**src/rtl/multi_channel_output_serializer.sv**
```systemverilog
// Dumps one SRAM read channel as a serial bitstream on a debug request, streaming
// consecutive words gaplessly by prefetching the next word into a holding register.
module multi_channel_output_serializer #(
    parameter int DATA_WIDTH = 16,
    parameter int ADDR_WIDTH = 12,
    parameter int NUM_CH     = 4,
    parameter int SEL_WIDTH  = 2,
    parameter int RD_LATENCY = 1
) (
    input  logic                         clk,
    input  logic                         rst_n,
    input  logic                         debug_en,
    input  logic [SEL_WIDTH-1:0]         sram_select,
    input  logic [ADDR_WIDTH:0]          word_count,
    input  logic                         msb_first,
    input  logic                         hold,
    output logic                         rd_en,
    output logic [ADDR_WIDTH-1:0]        rd_addr,
    input  logic [NUM_CH*DATA_WIDTH-1:0] rd_data,
    output logic                         serial_out,
    output logic                         serial_out_valid,
    output logic                         dump_done
);

    localparam logic [1:0] S_IDLE  = 2'd0;
    localparam logic [1:0] S_FETCH = 2'd1;
    localparam logic [1:0] S_SHIFT = 2'd2;
    localparam logic [1:0] S_DONE  = 2'd3;

    localparam int CNT_W = $clog2(DATA_WIDTH);
    localparam logic [CNT_W-1:0] LAST_BIT = CNT_W'(DATA_WIDTH - 1);
    // Prefetch request is registered, so it is raised one bit earlier than the
    // cycle rd_en must be seen; data then lands one bit before the word ends.
    localparam logic [CNT_W-1:0] PF_BIT   = CNT_W'(DATA_WIDTH - 3 - RD_LATENCY);

    logic [1:0]            r_sync;
    logic                  r_en_d;
    logic [1:0]            r_state;
    logic [SEL_WIDTH-1:0]  r_sel;
    logic [ADDR_WIDTH:0]   r_words_left;
    logic                  r_msb;
    logic                  r_rd_en;
    logic [ADDR_WIDTH-1:0] r_rd_addr;
    logic [RD_LATENCY:1]   r_vld_pipe;
    logic [DATA_WIDTH-1:0] r_shreg;
    logic [DATA_WIDTH-1:0] r_hold_word;
    logic [CNT_W-1:0]      r_bitcnt;
    logic                  r_done;

    logic                  w_en_s;
    logic                  w_start;
    logic                  w_ret;
    logic                  w_bit_go;
    logic                  w_more;
    logic [DATA_WIDTH-1:0] w_ch_word;

    assign w_en_s   = r_sync[1];
    assign w_start  = w_en_s & ~r_en_d;
    assign w_ret    = r_vld_pipe[RD_LATENCY];
    assign w_bit_go = (r_state == S_SHIFT) & ~hold;
    assign w_more   = r_words_left > (ADDR_WIDTH+1)'(1);

    // Out-of-range channel selects read as zero.
    always_comb begin
        w_ch_word = '0;
        for (int c = 0; c < NUM_CH; c++)
            if (r_sel == SEL_WIDTH'(c)) w_ch_word = rd_data[c*DATA_WIDTH +: DATA_WIDTH];
    end

    always_ff @(posedge clk or negedge rst_n) begin
        if (!rst_n) begin
            r_sync <= '0;
            r_en_d <= 1'b0;
        end else begin
            r_sync <= {r_sync[0], debug_en};
            r_en_d <= w_en_s;
        end
    end

    always_ff @(posedge clk or negedge rst_n) begin
        if (!rst_n) begin
            r_state      <= S_IDLE;
            r_sel        <= '0;
            r_words_left <= '0;
            r_msb        <= 1'b0;
            r_rd_en      <= 1'b0;
            r_rd_addr    <= '0;
            r_vld_pipe   <= '0;
            r_shreg      <= '0;
            r_hold_word  <= '0;
            r_bitcnt     <= '0;
            r_done       <= 1'b0;
        end else begin
            r_rd_en       <= 1'b0;
            r_done        <= 1'b0;
            r_vld_pipe[1] <= r_rd_en;
            for (int k = 2; k <= RD_LATENCY; k++) r_vld_pipe[k] <= r_vld_pipe[k-1];
            if (r_rd_en) r_rd_addr <= r_rd_addr + 1'b1;

            if (r_state != S_IDLE && !w_en_s) begin
                // Abort drops any read still in flight so a restart cannot see it.
                r_state    <= S_IDLE;
                r_rd_addr  <= '0;
                r_vld_pipe <= '0;
            end else begin
                case (r_state)
                    S_IDLE: if (w_start) begin
                        r_sel        <= sram_select;
                        r_msb        <= msb_first;
                        r_words_left <= word_count;
                        r_rd_addr    <= '0;
                        if (word_count == '0) begin
                            r_state <= S_DONE;
                            r_done  <= 1'b1;
                        end else begin
                            r_state <= S_FETCH;
                            r_rd_en <= 1'b1;
                        end
                    end
                    S_FETCH: if (w_ret) begin
                        r_shreg  <= w_ch_word;
                        r_bitcnt <= '0;
                        r_state  <= S_SHIFT;
                    end
                    S_SHIFT: begin
                        if (w_ret) r_hold_word <= w_ch_word;
                        if (w_bit_go) begin
                            if (r_bitcnt == PF_BIT && w_more) r_rd_en <= 1'b1;
                            if (r_bitcnt == LAST_BIT) begin
                                if (w_more) begin
                                    r_shreg      <= r_hold_word;
                                    r_bitcnt     <= '0;
                                    r_words_left <= r_words_left - 1'b1;
                                end else begin
                                    r_state <= S_DONE;
                                    r_done  <= 1'b1;
                                end
                            end else begin
                                r_shreg  <= r_msb ? {r_shreg[DATA_WIDTH-2:0], 1'b0}
                                                  : {1'b0, r_shreg[DATA_WIDTH-1:1]};
                                r_bitcnt <= r_bitcnt + 1'b1;
                            end
                        end
                    end
                    S_DONE:  ;
                    default: r_state <= S_IDLE;
                endcase
            end
        end
    end

    assign rd_en            = r_rd_en;
    assign rd_addr          = r_rd_addr;
    assign serial_out       = r_msb ? r_shreg[DATA_WIDTH-1] : r_shreg[0];
    assign serial_out_valid = w_bit_go;
    assign dump_done        = r_done;

endmodule

```
**config.mk**
```make
export PLATFORM = sky130hd
export DESIGN_NAME = multi_channel_output_serializer
export DESIGN_NICKNAME = d
export VERILOG_FILES = /design/src/rtl/multi_channel_output_serializer.sv
export SDC_FILE = /design/constraint.sdc
export NUM_CORES = 1
export LEC_CHECK = 0
export CAP_MARGIN = 20
export CORE_ASPECT_RATIO = 0.9
export CORE_UTILIZATION = 51
export DETAILED_ROUTE_END_ITERATION = 8
export PLACE_DENSITY = 0.84
export SETUP_SLACK_MARGIN = 0.1
export SYNTH_ARGS = -nofsm -noshare
export SYNTH_HDL_FRONTEND = slang
export SYNTH_SLANG_ARGS = --single-unit
```
**constraint.sdc**
```tcl
create_clock -name clk -period 2.5 [get_ports clk]
set_input_delay 0.25 -clock clk [delete_from_list [all_inputs] [get_ports clk]]
set_output_delay 0.25 -clock clk [all_outputs]
set_load 0.01 [all_outputs]
```
# After elaboration in Yosys (flattened, before gate mapping)
# Index checks and enable logic that the tools add are counted.
# op_classes
add_sub_neg	3
order_cmp	1
eq_ne	18
muxes	47
bitwise_logic	5
n_reduce_logical	15
# op_table
cell	count
16-bit two-way mux	9
13-bit two-way mux	4
12-bit two-way mux	4
16-bit case mux with 2 select lines	1
13-bit case mux with 2 select lines	1
4-bit two-way mux	4
2-bit two-way mux	7
13-bit by 1-bit greater-than comparator with 1-bit output (second input constant)	1
13-bit logical NOT	1
1-bit two-way mux	13
13-bit by 1-bit subtractor with 13-bit output (second input constant)	1
12-bit by 1-bit adder with 12-bit output (second input constant)	1
6-bit AND reduction	2
3-bit inequality test (second input constant)	3
4-bit equality test (second input constant)	2
2-bit inequality test (second input constant)	4
4-bit case mux with 2 select lines	1
2-bit equality test (second input constant)	3
3-bit by 2-bit inequality test with 1-bit output (second input constant)	2
2-bit case mux with 3 select lines	1
3-bit AND reduction	2
2-bit nonzero test	3
5-bit AND reduction	1
4-bit by 1-bit adder with 4-bit output (second input constant)	1
10 further kinds	17
# totals
register_bits	72
inputBits	84
out_inout_bits	16
word_cells	102

# Logic depth before layout (Yosys ltp)
# Gate-level depths: netlist (run 1).
# depth
word_depth	7
depth_mapped	10
mapped_depth_nobuf	7

# Least setup slack after synthesis (run 1)
# No wires, ideal clock.
# synth_path
path_kind	register -> register
start	reg r_state[0]
end	reg r_hold_word[10]
setup_time_ps	125
arrival_time_ps	1850
required_time_ps	2375
path_slack_ps	525
stages_incl_launch_ff	7
path_buffers	2
period_less_slack_ps	1975
cell_sequence	dfrtp_1 inv_1 ha_1 buf_2 o211ai_1 buf_2 mux2_2
# synth_between
elab_chain_cells	4
elab_cells_between_ends	5
cone_classes	eq/ne (1); bitwise (1); reduce/logical (3)
# synth_lines
element	line_no	text
start: declaration	38	logic [1:0] r_state;
start signal: assignment	82	r_state <= S_IDLE;
start signal: assignment	102	r_state <= S_IDLE;
start signal: assignment	113	r_state <= S_DONE;
2-bit nonzero test	100	if (r_state != S_IDLE && !w_en_s) begin
1-bit logical AND	100	
1-bit NOT (no source line)	n/a	
3-bit AND reduction (no source line) (*)	n/a	
end signal: assignment	126	if (w_ret) r_hold_word <= w_ch_word;
end: declaration	46	logic [DATA_WIDTH-1:0] r_hold_word;
# Mark *: on every way between the ends. The rest lies on a longest branch, timed or not.
# A chain may end at the register's enable or synchronous reset.

# Worst setup path after layout (run 1)
# layout_path
start	reg r_state[0]
end	out serial_out_valid
# layout_between
elab_chain_cells	2
# layout_lines
element	line_no	text
2-bit equality test	60	assign w_bit_go = (r_state == S_SHIFT) & ~hold;
1-bit bitwise AND	60	
end: declaration	21	output logic serial_out_valid,
# Every way passes these cells.

==> results of run 1 <==
## routing by layer
layer / vias to the layer above / global-route usage / share of wire
met2: 145 / 0.436 / 0.49
met5: - / 0 / 0
met3: 15 / 0.0531 / 0.057
met1: 1983 / 0.370 / 0.44
met4: 0 / 0.0749 / 0.013
li1: 1908 / - / -
## stage by stage
stage               power (mW)  utilization  instance area [um2]  worst slack [ps]  cells
detailed placement        4.93        0.660                 5650               263    661
CTS                       5.80        0.682                 5840               130    678
finish                    5.80        0.683                 5850               219    678
global placement          4.75        0.660                 5650               338    661
floorplan                 4.10            -                 4520               525    457
global route              6.24        0.683                 5850               100    678
## cell usage after synthesis, types with 14 or more instances
cell | instances | area share
dfrtp_1 | 72 | 0.40
nor2_1 | 40 | 0.033
a21oi_1 | 34 | 0.038
o21ai_0 | 29 | 0.032
nand2_1 | 27 | 0.022
mux2i_1 | 20 | 0.044
clkbuf_1 | 18 | 0.015
mux2_2 | 18 | 0.045
o22ai_1 | 18 | 0.025
mux4_2 | 16 | 0.080
nor2b_1 | 16 | 0.022
a211oi_1 | 14 | 0.023
## worst max-delay path by stage
stage / from / end / slack (ps) / depth (start not counted)
after floorplan: r_state[0]$_DFFE_PN0P_ / r_hold_word[10]$_DFFE_PN0P_ / 530 / 6
after global placement: r_state[0]$_DFFE_PN0P_ / r_words_left[3]$_DFFE_PN0P_ / 340 / 8
after detailed placement: r_state[0]$_DFFE_PN0P_ / r_words_left[3]$_DFFE_PN0P_ / 260 / 8
after CTS: r_state[0]$_DFFE_PN0P_ / serial_out_valid / 130 / 4
after global routing: r_state[0]$_DFFE_PN0P_ / serial_out_valid / 100 / 4
final: r_state[0]$_DFFE_PN0P_ / serial_out_valid / 220 / 4
## sequential cells by signal (all words and copies together), names as in the netlist, 2 cells and up
name,cells
r_hold_word,16
r_shreg,16
r_words_left,13
rd_addr,12
r_bitcnt,4
r_sel,2
r_state,2
r_sync,2
## cells by family (layout without fill, tap and decap cells)
logic type / count (synthesis) / in the layout
xor gates and xnor gates: 9 / 9
DFF: 72 / 72
and+or+nand+nor: 147 / 147
AOI/OAI and AO/OA: 122 / 122
muxes: 54 / 54
buffers and inverters: 45 / 147
adders and majority gates: 8 / 8
## report_power, final
part	switching [mW]	internal [mW]	total (mW)
combinational	1.47	1.39	2.86
sequential	0.477	1.61	2.08
clock	0.489	0.366	0.855
## critical path: cells and delay by family, from the launching register on
family | cells | cell delay (ps)
adders and majority gates | 1 | 330
buffers and inverters | 2 | 690
DFF | 1 | 410
and+or+nand+nor | 1 | 250
## cell type report
class,instances,area [um2],share of cell area
clock inverter,7,53.8,0.00920
clock buffer,9,124,0.0212
tap,119,149,0.0255
sequential,72,1800,0.308
timing repair buffer,118,1160,0.198
inverter,13,48.8,0.00834
multi-input combinational,340,2510,0.430
## timing repair
| item | 4_1_cts | 5_1_grt |
|---|---|---|
| hold buffers | 1 | 0 |
| setup endpoints to repair | 1 | 11 |
| resized for setup | 1 | 2 |
| endpoints found under the hold margin | 26 | 0 |
==> flow_summary.ini, run 1 <==
[global_routing]
grt_max_degree = 47
grt-ovfl-total = 0
track_usage = 0.270
grt_pass1_vias = 4007
grt_pass1_wl_mm = 19.5
antenna_found_initial = 0

[synth]
syn_area_per_cell_um2 = 9.90
synth_cell_types = 63
synth_xor_area_frac = 0.0174
yosysWarnings = 0
ys_seq_elements = 72
synth-adder-area-share = 0.0221
synthMuxAreaShare = 0.169
yosysSeqAreaShare = 0.398
synth_top_family_by_area = simple AND/OR/NAND/NOR gates
syn-num-nets = 549
ys_async_sr_fraction = 1.00
synth-edff-count = 0
synth_simple_gate_area_frac = 0.176
synth_compound_area_frac = 0.170
yosys_most_used_dff = dfrtp_1
syn_area_mm2 = 0.00452
synth_cells = 457

[drt]
totalWireLength_mm = 11.6
drtIter0Drc = 249
via_per_inst = 5.97
drtAntennaViolNets = 0
first_pass_iters = 5
wl_per_cell_um = 17.1
vias = 4051
drc = 0

[place]
place.gp.congestion = 0.895
dp_hpwl_mm = 8.40
portBuffers = 99

[timing]
hold_violations = 0
finalMaxSlewViolations = 0
fin_skew_ps = 13.2
worst_pin_slew_ps = 649
finalCriticalPeriod_ps = 2280
post-route-period-util = 0.912
setup_viol = 0
fin_hold_ws_ps = 324
grt_setup_unrepaired = false
max_freq_mhz = 438
fin_setup_tns_ps = 0
max-slew-margin-rel = 0.567

[hold_path]
whs_endpoint = r_sync[0]$_DFF_PN0_
hold_depth = 1
worstHoldStart = debug_en
holdCritPathClass = in2reg

[floorplan]
fp.dieArea_mm2 = 0.00925
ios = 100
die_h_um = 91.3
initial_core_util = 0.528
die_w_um = 101
core_region_area_mm2 = 0.00857
rows = 32

[pwr]
ir_drop_v = 0.000510
p_per_area_mw_per_mm2 = 992
p_leak_nw = 2.24

[clock_network]
clockBufferDepth = 2
clkTransAtPathRegs_ps = 90
cts-root-buf = clkbuf_8
cts-buffers-inserted = 9
post_cts_buffers = 0
clk_latency_ps = 360
htreeDepth = 3
cts_tree = done
clock-sinks = 72

[layout]
layout-drive-gt1-share = 0.157
area_delta_synth_final_pct = 29.3
nets = 646
final_cell_mix = clkdlybuf4s50_1, dfrtp_1, nor2_1, a21oi_1, o21ai_0
antenna_cells = 0
fillCellCount = 713
final_common_cell = clkdlybuf4s50_1

[job]
drv_cap = 0

[worst_setup_path]
critPathMaxStageDelay_ps = 560
path_class = reg2out
cp-start-kind = flop
required_ps = 2250
endpoint_kind = primary output
cp.arrival_ps = 2030
rr_startpoint = r_state[0]$_DFFE_PN0P_
path_max_fanout = 11
ff2ff_path_depth = 8
cp_slowest_cell = clkdlybuf4s50_1
r2r_end = r_words_left[3]$_DFFE_PN0P_
path_cells = inv_1, ha_2, nor2b_2, clkdlybuf4s50_1
ff2ff_setup_slack_ps = 340

[run_status]
status = finished, final reports clean
Power figures use the tool's default switching activity.
==> inputs of run 2 (changes only) <==
- CTS_CLUSTER_DIAMETER: default -> 50
==> results of run 2 <==
No change in the layout: final DEF, timing and power equal those of run 1.
